--- src/rtl/ex_stage.sv ---
// Execute stage: logic/shift/move datapath with a combinational EX-bypass result,
// the EX/MEM pipeline register and the architectural HI/LO pair.
module ex_stage (
  input  logic        clk,
  input  logic        rst,
  input  logic        stall,
  input  logic [7:0]  aluop_i,
  input  logic [2:0]  alusel_i,
  input  logic [31:0] reg1_i,
  input  logic [31:0] reg2_i,
  input  logic [4:0]  wd_i,
  input  logic        wreg_i,
  output logic [4:0]  wd_o,
  output logic        wreg_o,
  output logic [31:0] wdata_o,
  output logic [4:0]  mem_wd_o,
  output logic        mem_wreg_o,
  output logic [31:0] mem_wdata_o,
  output logic [31:0] hi_o,
  output logic [31:0] lo_o
);

  // Operation codes and result classes shared with the decode stage.
  localparam logic [7:0] EXE_AND_OP  = 8'b0010_0100;
  localparam logic [7:0] EXE_OR_OP   = 8'b0010_0101;
  localparam logic [7:0] EXE_XOR_OP  = 8'b0010_0110;
  localparam logic [7:0] EXE_NOR_OP  = 8'b0010_0111;
  localparam logic [7:0] EXE_SLL_OP  = 8'b0111_1100;
  localparam logic [7:0] EXE_SRL_OP  = 8'b0000_0010;
  localparam logic [7:0] EXE_SRA_OP  = 8'b0000_0011;
  localparam logic [7:0] EXE_MOVZ_OP = 8'b0000_1010;
  localparam logic [7:0] EXE_MOVN_OP = 8'b0000_1011;
  localparam logic [7:0] EXE_MFHI_OP = 8'b0001_0000;
  localparam logic [7:0] EXE_MTHI_OP = 8'b0001_0001;
  localparam logic [7:0] EXE_MFLO_OP = 8'b0001_0010;
  localparam logic [7:0] EXE_MTLO_OP = 8'b0001_0011;

  localparam logic [2:0] EXE_RES_LOGIC = 3'b001;
  localparam logic [2:0] EXE_RES_SHIFT = 3'b010;
  localparam logic [2:0] EXE_RES_MOVE  = 3'b011;

  localparam logic [31:0] ALL_ONES = 32'hFFFF_FFFF;

  logic [31:0] logic_res;
  logic [31:0] shift_res;
  logic [31:0] move_res;
  logic [4:0]  sa;
  logic [31:0] srl_val;
  logic [31:0] sign_fill;

  logic [31:0] hi_reg, hi_next;
  logic [31:0] lo_reg, lo_next;
  logic [4:0]  mem_wd_reg, mem_wd_next;
  logic        mem_wreg_reg, mem_wreg_next;
  logic [31:0] mem_wdata_reg, mem_wdata_next;

  always_comb begin
    logic_res = '0;
    case (aluop_i)
      EXE_AND_OP: logic_res = reg1_i & reg2_i;
      EXE_OR_OP:  logic_res = reg1_i | reg2_i;
      EXE_XOR_OP: logic_res = reg1_i ^ reg2_i;
      EXE_NOR_OP: logic_res = ~(reg1_i | reg2_i);
      default:    logic_res = '0;
    endcase
  end

  // SRA is the logical shift with the vacated top bits forced to reg2[31].
  assign sa        = reg1_i[4:0];
  assign srl_val   = reg2_i >> sa;
  assign sign_fill = reg2_i[31] ? ~(ALL_ONES >> sa) : '0;

  always_comb begin
    shift_res = '0;
    case (aluop_i)
      EXE_SLL_OP: shift_res = reg2_i << sa;
      EXE_SRL_OP: shift_res = srl_val;
      EXE_SRA_OP: shift_res = srl_val | sign_fill;
      default:    shift_res = '0;
    endcase
  end

  // MFHI/MFLO read the registers directly: an MTHI/MTLO one cycle earlier has
  // already landed, so no forwarding path is needed.
  always_comb begin
    move_res = '0;
    case (aluop_i)
      EXE_MFHI_OP: move_res = hi_reg;
      EXE_MFLO_OP: move_res = lo_reg;
      EXE_MOVN_OP: move_res = reg1_i;
      EXE_MOVZ_OP: move_res = reg1_i;
      default:     move_res = '0;
    endcase
  end

  always_comb begin
    wdata_o = '0;
    case (alusel_i)
      EXE_RES_LOGIC: wdata_o = logic_res;
      EXE_RES_SHIFT: wdata_o = shift_res;
      EXE_RES_MOVE:  wdata_o = move_res;
      default:       wdata_o = '0;
    endcase
  end

  assign wd_o   = wd_i;
  assign wreg_o = wreg_i;

  always_comb begin
    hi_next = hi_reg;
    lo_next = lo_reg;
    if (!stall) begin
      if (aluop_i == EXE_MTHI_OP) hi_next = reg1_i;
      if (aluop_i == EXE_MTLO_OP) lo_next = reg1_i;
    end
  end

  // A stalled EX hands a bubble to MEM rather than repeating the instruction.
  always_comb begin
    mem_wd_next    = wd_o;
    mem_wreg_next  = wreg_o;
    mem_wdata_next = wdata_o;
    if (stall) begin
      mem_wd_next    = '0;
      mem_wreg_next  = 1'b0;
      mem_wdata_next = '0;
    end
  end

  always_ff @(posedge clk) begin
    if (rst) begin
      hi_reg        <= '0;
      lo_reg        <= '0;
      mem_wd_reg    <= '0;
      mem_wreg_reg  <= 1'b0;
      mem_wdata_reg <= '0;
    end else begin
      hi_reg        <= hi_next;
      lo_reg        <= lo_next;
      mem_wd_reg    <= mem_wd_next;
      mem_wreg_reg  <= mem_wreg_next;
      mem_wdata_reg <= mem_wdata_next;
    end
  end

  assign mem_wd_o    = mem_wd_reg;
  assign mem_wreg_o  = mem_wreg_reg;
  assign mem_wdata_o = mem_wdata_reg;
  assign hi_o        = hi_reg;
  assign lo_o        = lo_reg;

endmodule
--- config.mk ---
export PLATFORM = sky130hd
export DESIGN_NAME = ex_stage
export DESIGN_NICKNAME = d
export VERILOG_FILES = /design/src/rtl/ex_stage.sv
export SDC_FILE = /design/constraint.sdc
export NUM_CORES = 1
export LEC_CHECK = 0
export CORE_MARGIN = 2
export CORE_UTILIZATION = 45
export CTS_BUF_LIST = sky130_fd_sc_hd__clkbuf_4 sky130_fd_sc_hd__clkbuf_8 sky130_fd_sc_hd__clkbuf_16
export CTS_CLUSTER_SIZE = 30
export DETAILED_ROUTE_END_ITERATION = 7
export PLACE_DENSITY = 0.77
export SLEW_MARGIN = 20
export SYNTH_ARGS = -nofsm -noshare
export SYNTH_HDL_FRONTEND = slang
export SYNTH_SLANG_ARGS = --single-unit
--- constraint.sdc ---
create_clock -name clk -period 7.6 [get_ports clk]
set_input_delay 1.52 -clock clk [delete_from_list [all_inputs] [get_ports clk]]
set_output_delay 1.52 -clock clk [all_outputs]
set_load 0.05 [all_outputs]
==> results_dict.tcl <==
set metrics [dict create \
    start_util_pct 45.89 \
    clock-root-buffer "clkbuf_16" \
    setup_violations 0 \
    rrSetupSlack_ns 5.40 \
    hold_class "reg2reg" \
    insertion_delay_ns 0.37 \
    cts_tree "yes" \
    ioPinCount 224 \
    hold_viol 0 \
    slew_headroom_pct 23.08 \
    p_leak_nw 5.497 \
    synth_compound_area_share_pct 20.01 \
    die_x_um 164.2 \
    r2r_start "hi_o[11]" \
    setup-tns-final_ns 0 \
    synth-edff-count 0 \
    met3_usage_pct 12.95 \
    violations "design-rule violations" \
    first_pass_iters 8 \
    critPathSlowestCell "clkdlybuf4s50_1" \
    fin_crit_sh_pct 88.85 \
    routabilityCongestion 1.123 \
    ys_seq_area_share_pct 17.67 \
    synth_top_area_share_pct 17.67 \
    synth_cell_types 79 \
    synth-simple-area-share_pct 19.38 \
    critPathLaunchType "primary input" \
    antenna_found_initial 3 \
    p_per_area_nw_per_um2 117.0 \
    synthMuxAreaShare_pct 24.87 \
    synth_area_leader_cell "dfxtp_1" \
    post_cts_buffers 0 \
    hold_buffers 0 \
    synth_nets 1621 \
    insertedDiodeCount 0 \
    cpPeakStageDelay_ns 0.91 \
    timing_worst_slew_pin_value_ns 1.139 \
    yosysWarningCount 0 \
    async_flop_share_pct 0 \
    drv_slew 0 \
    grt_util_met2_pct 64.72 \
    yosys-top-cells-area "dfxtp_1, mux2i_1, mux4_2, nand2_1, ha_1" \
    grt.total_usage_pct 43.49 \
    nNetsFinal 1766 \
    fmax_mhz 148.1 \
    required_ns 6.08 \
    clk_pin_slew_ns 0.09 \
    std_cell_rows 58 \
    core_area_um2 25180 \
    grt-busiest-layer "met2" \
    synthCells 1472 \
    overflow 0 \
    fin_crit_ns 6.753 \
    worstPathArrival_ns 5.23 \
    drc 4 \
    vias 13350 \
    rsz0062_at_grt "false" \
    area_delta_synth_final_pct 23.74 \
    reg2reg_depth 6 \
    worstHoldPathCells 2 \
    placed_area_um2 13970 \
    synth_top_family_by_area "multiplexers" \
    drive_gt1_share_pct 13.93 \
    ctsHtreeMaxLevel 3 \
    cts_buffers 9 \
    cts_sinks 102 \
    grt_max_degree 82 \
    synth_adder_area_share_pct 7.038 \
    path_common_cell "clkdlybuf4s50_1" \
    min-delay-start "hi_o[18]" \
    hold_path_end "hi_o[18]" \
    power.total_w 0.001673 \
    grt_pass1_vias 12240 \
    status "finished with violations" \
    die_h_um 164.2 \
    dpl.hpwl_mm 45.28 \
    via_per_inst 6.841 \
    r2r-end "mem_wdata_o[11]" \
    syn_area_per_cell_um2 7.850 \
    endpoint_kind "output pin" \
    drt_wl_total_mm 59.64 \
    critical_path.cell_chain "clkdlybuf4s50_1, nor4_1, nand4_1, o22ai_1, nor3_1, o311ai_1, clkdlybuf4s50_1" \
    grt_pass1_wl_mm 85.28 \
    postLayoutCellArea_um2 14300 \
    clockBufferDepth 2 \
    ys_seq_elements 102 \
    antenna_left 0 \
    fin_skew_ns 0.01937 \
    drt-wirelength-per-cell_um 30.55 \
    dieArea_um2 26970 \
    io_buffers 223 \
    critPathKind "in2out" \
    cts_resized 0 \
    synth_flop_cell "dfxtp_1" \
    peakVddDrop_v 0.0001178 \
    cap_viol_max_count 0 \
    synth_area_um2 11550 \
    drtIter0Drc 1764 \
    synth-xor-area-share_pct 2.426 \
    gr-usage-met1_pct 57.61 \
    critPathMaxFanout 15 \
]
==> critical path, delay by kind of cell <==
family	cells	cell delay, ns
compound gates	2	0.85
buf+inv	2	1.47
simple gates	3	1.39
==> synth_stat cells, drive strengths merged, types with 6 or more instances <==
cell type,count
a211oi,7
a21oi,125
a22oi,26
a31oi,17
and2,32
buf,73
clkbuf,81
dfxtp,102
ha,65
inv,65
mux2,59
mux2i,124
mux4,43
nand2,217
nand2b,9
nand3,27
nand4,7
nor2,88
nor2b,10
nor3,28
nor4,15
o2111ai,8
o211ai,15
o21ai,37
o221ai,8
o22ai,40
o2bb2ai,6
o311ai,6
or2,6
xnor2,27
==> flip-flops by register name, indices dropped and copies added (netlist names) <==
signal	cells
mem_wd_o	5
mem_wreg_o	1
lo_o	32
mem_wdata_o	32
hi_o	32
==> stage by stage <==
stage	hold WS [ns]	cells	setup WS [ns]	utilization (%)
floorplan	0.6816	1472	1.252	-
global placement	0.4528	1936	1.078	55.49
detailed placement	0.4609	1936	1.070	55.50
CTS	0.4725	1952	1.062	56.78
global route	0.4931	1952	0.7533	56.78
finish	0.4725	1952	0.8474	56.78
==> cell type report <==
class | count | area, um2
Fill cell | 2262 | 10880
Multi-Input combinational cell | 1150 | 8547
Timing Repair Buffer | 288 | 2725
Sequential cell | 102 | 2042
Tap cell | 330 | 412.9
Inverter | 66 | 247.7
Clock buffer | 9 | 225.2
Clock inverter | 7 | 97.59
==> worst max path at each step <==
stage	depth (start not counted)	start	endpoint
after global placement	7	aluop_i[1]	wdata_o[6]
after global routing	7	aluop_i[4]	wdata_o[11]
after CTS	10	reg2_i[9]	wdata_o[9]
after detailed placement	10	reg2_i[9]	wdata_o[9]
final	7	aluop_i[4]	wdata_o[11]
after floorplan	9	reg1_i[0]	wdata_o[24]
==> power by group <==
part	internal, W	leakage, nW	total [W]	switching [W]
clock network	0.000268	0.159	0.000528	0.000260
logic	0.000224	4.52	0.000608	0.000385
registers	0.000536	0.822	0.000536	0.000000609
==> layer usage <==
layer / wire, um / share of wire [%]
met5: 37 / 0.062
met4: 3616 / 6.1
met2: 24850 / 42
met3: 7768 / 13
met1: 23370 / 39
==> cells by family (layout without fill, tap and decap cells) <==
group	count (synthesis)	count (layout)
AND/OR/NAND/NOR	472	472
adder cells (fa/ha/maj)	65	65
flip-flops	102	102
buffers and inverters	220	370
multiplexers	226	226
XOR/XNOR	32	32
AO/OA/AOI/OAI	355	355
==> cells in the final DEF, fill, tap and decap left out, types with 11 or more instances in the layout <==
master           netlist  final
mux4_2                43     43
o21ai_0               36     36
mux2_2                59     59
xnor2_1               27     27
a22oi_1               26     26
a31oi_1               17     17
nand3_1               27     27
inv_1                 65     65
a21oi_1              125    125
nor3_1                25     24
nand2_1              217    217
dfxtp_1              102    102
and2_1                31     31
nor2_1                88     86
clkdlybuf4s50_1        0    209
mux2i_1              124    124
o22ai_1               40     40
o211ai_1              15     15
buf_4                 23     71
ha_1                  65     65
nor4_1                12     11
Power figures use the tool's default switching activity.
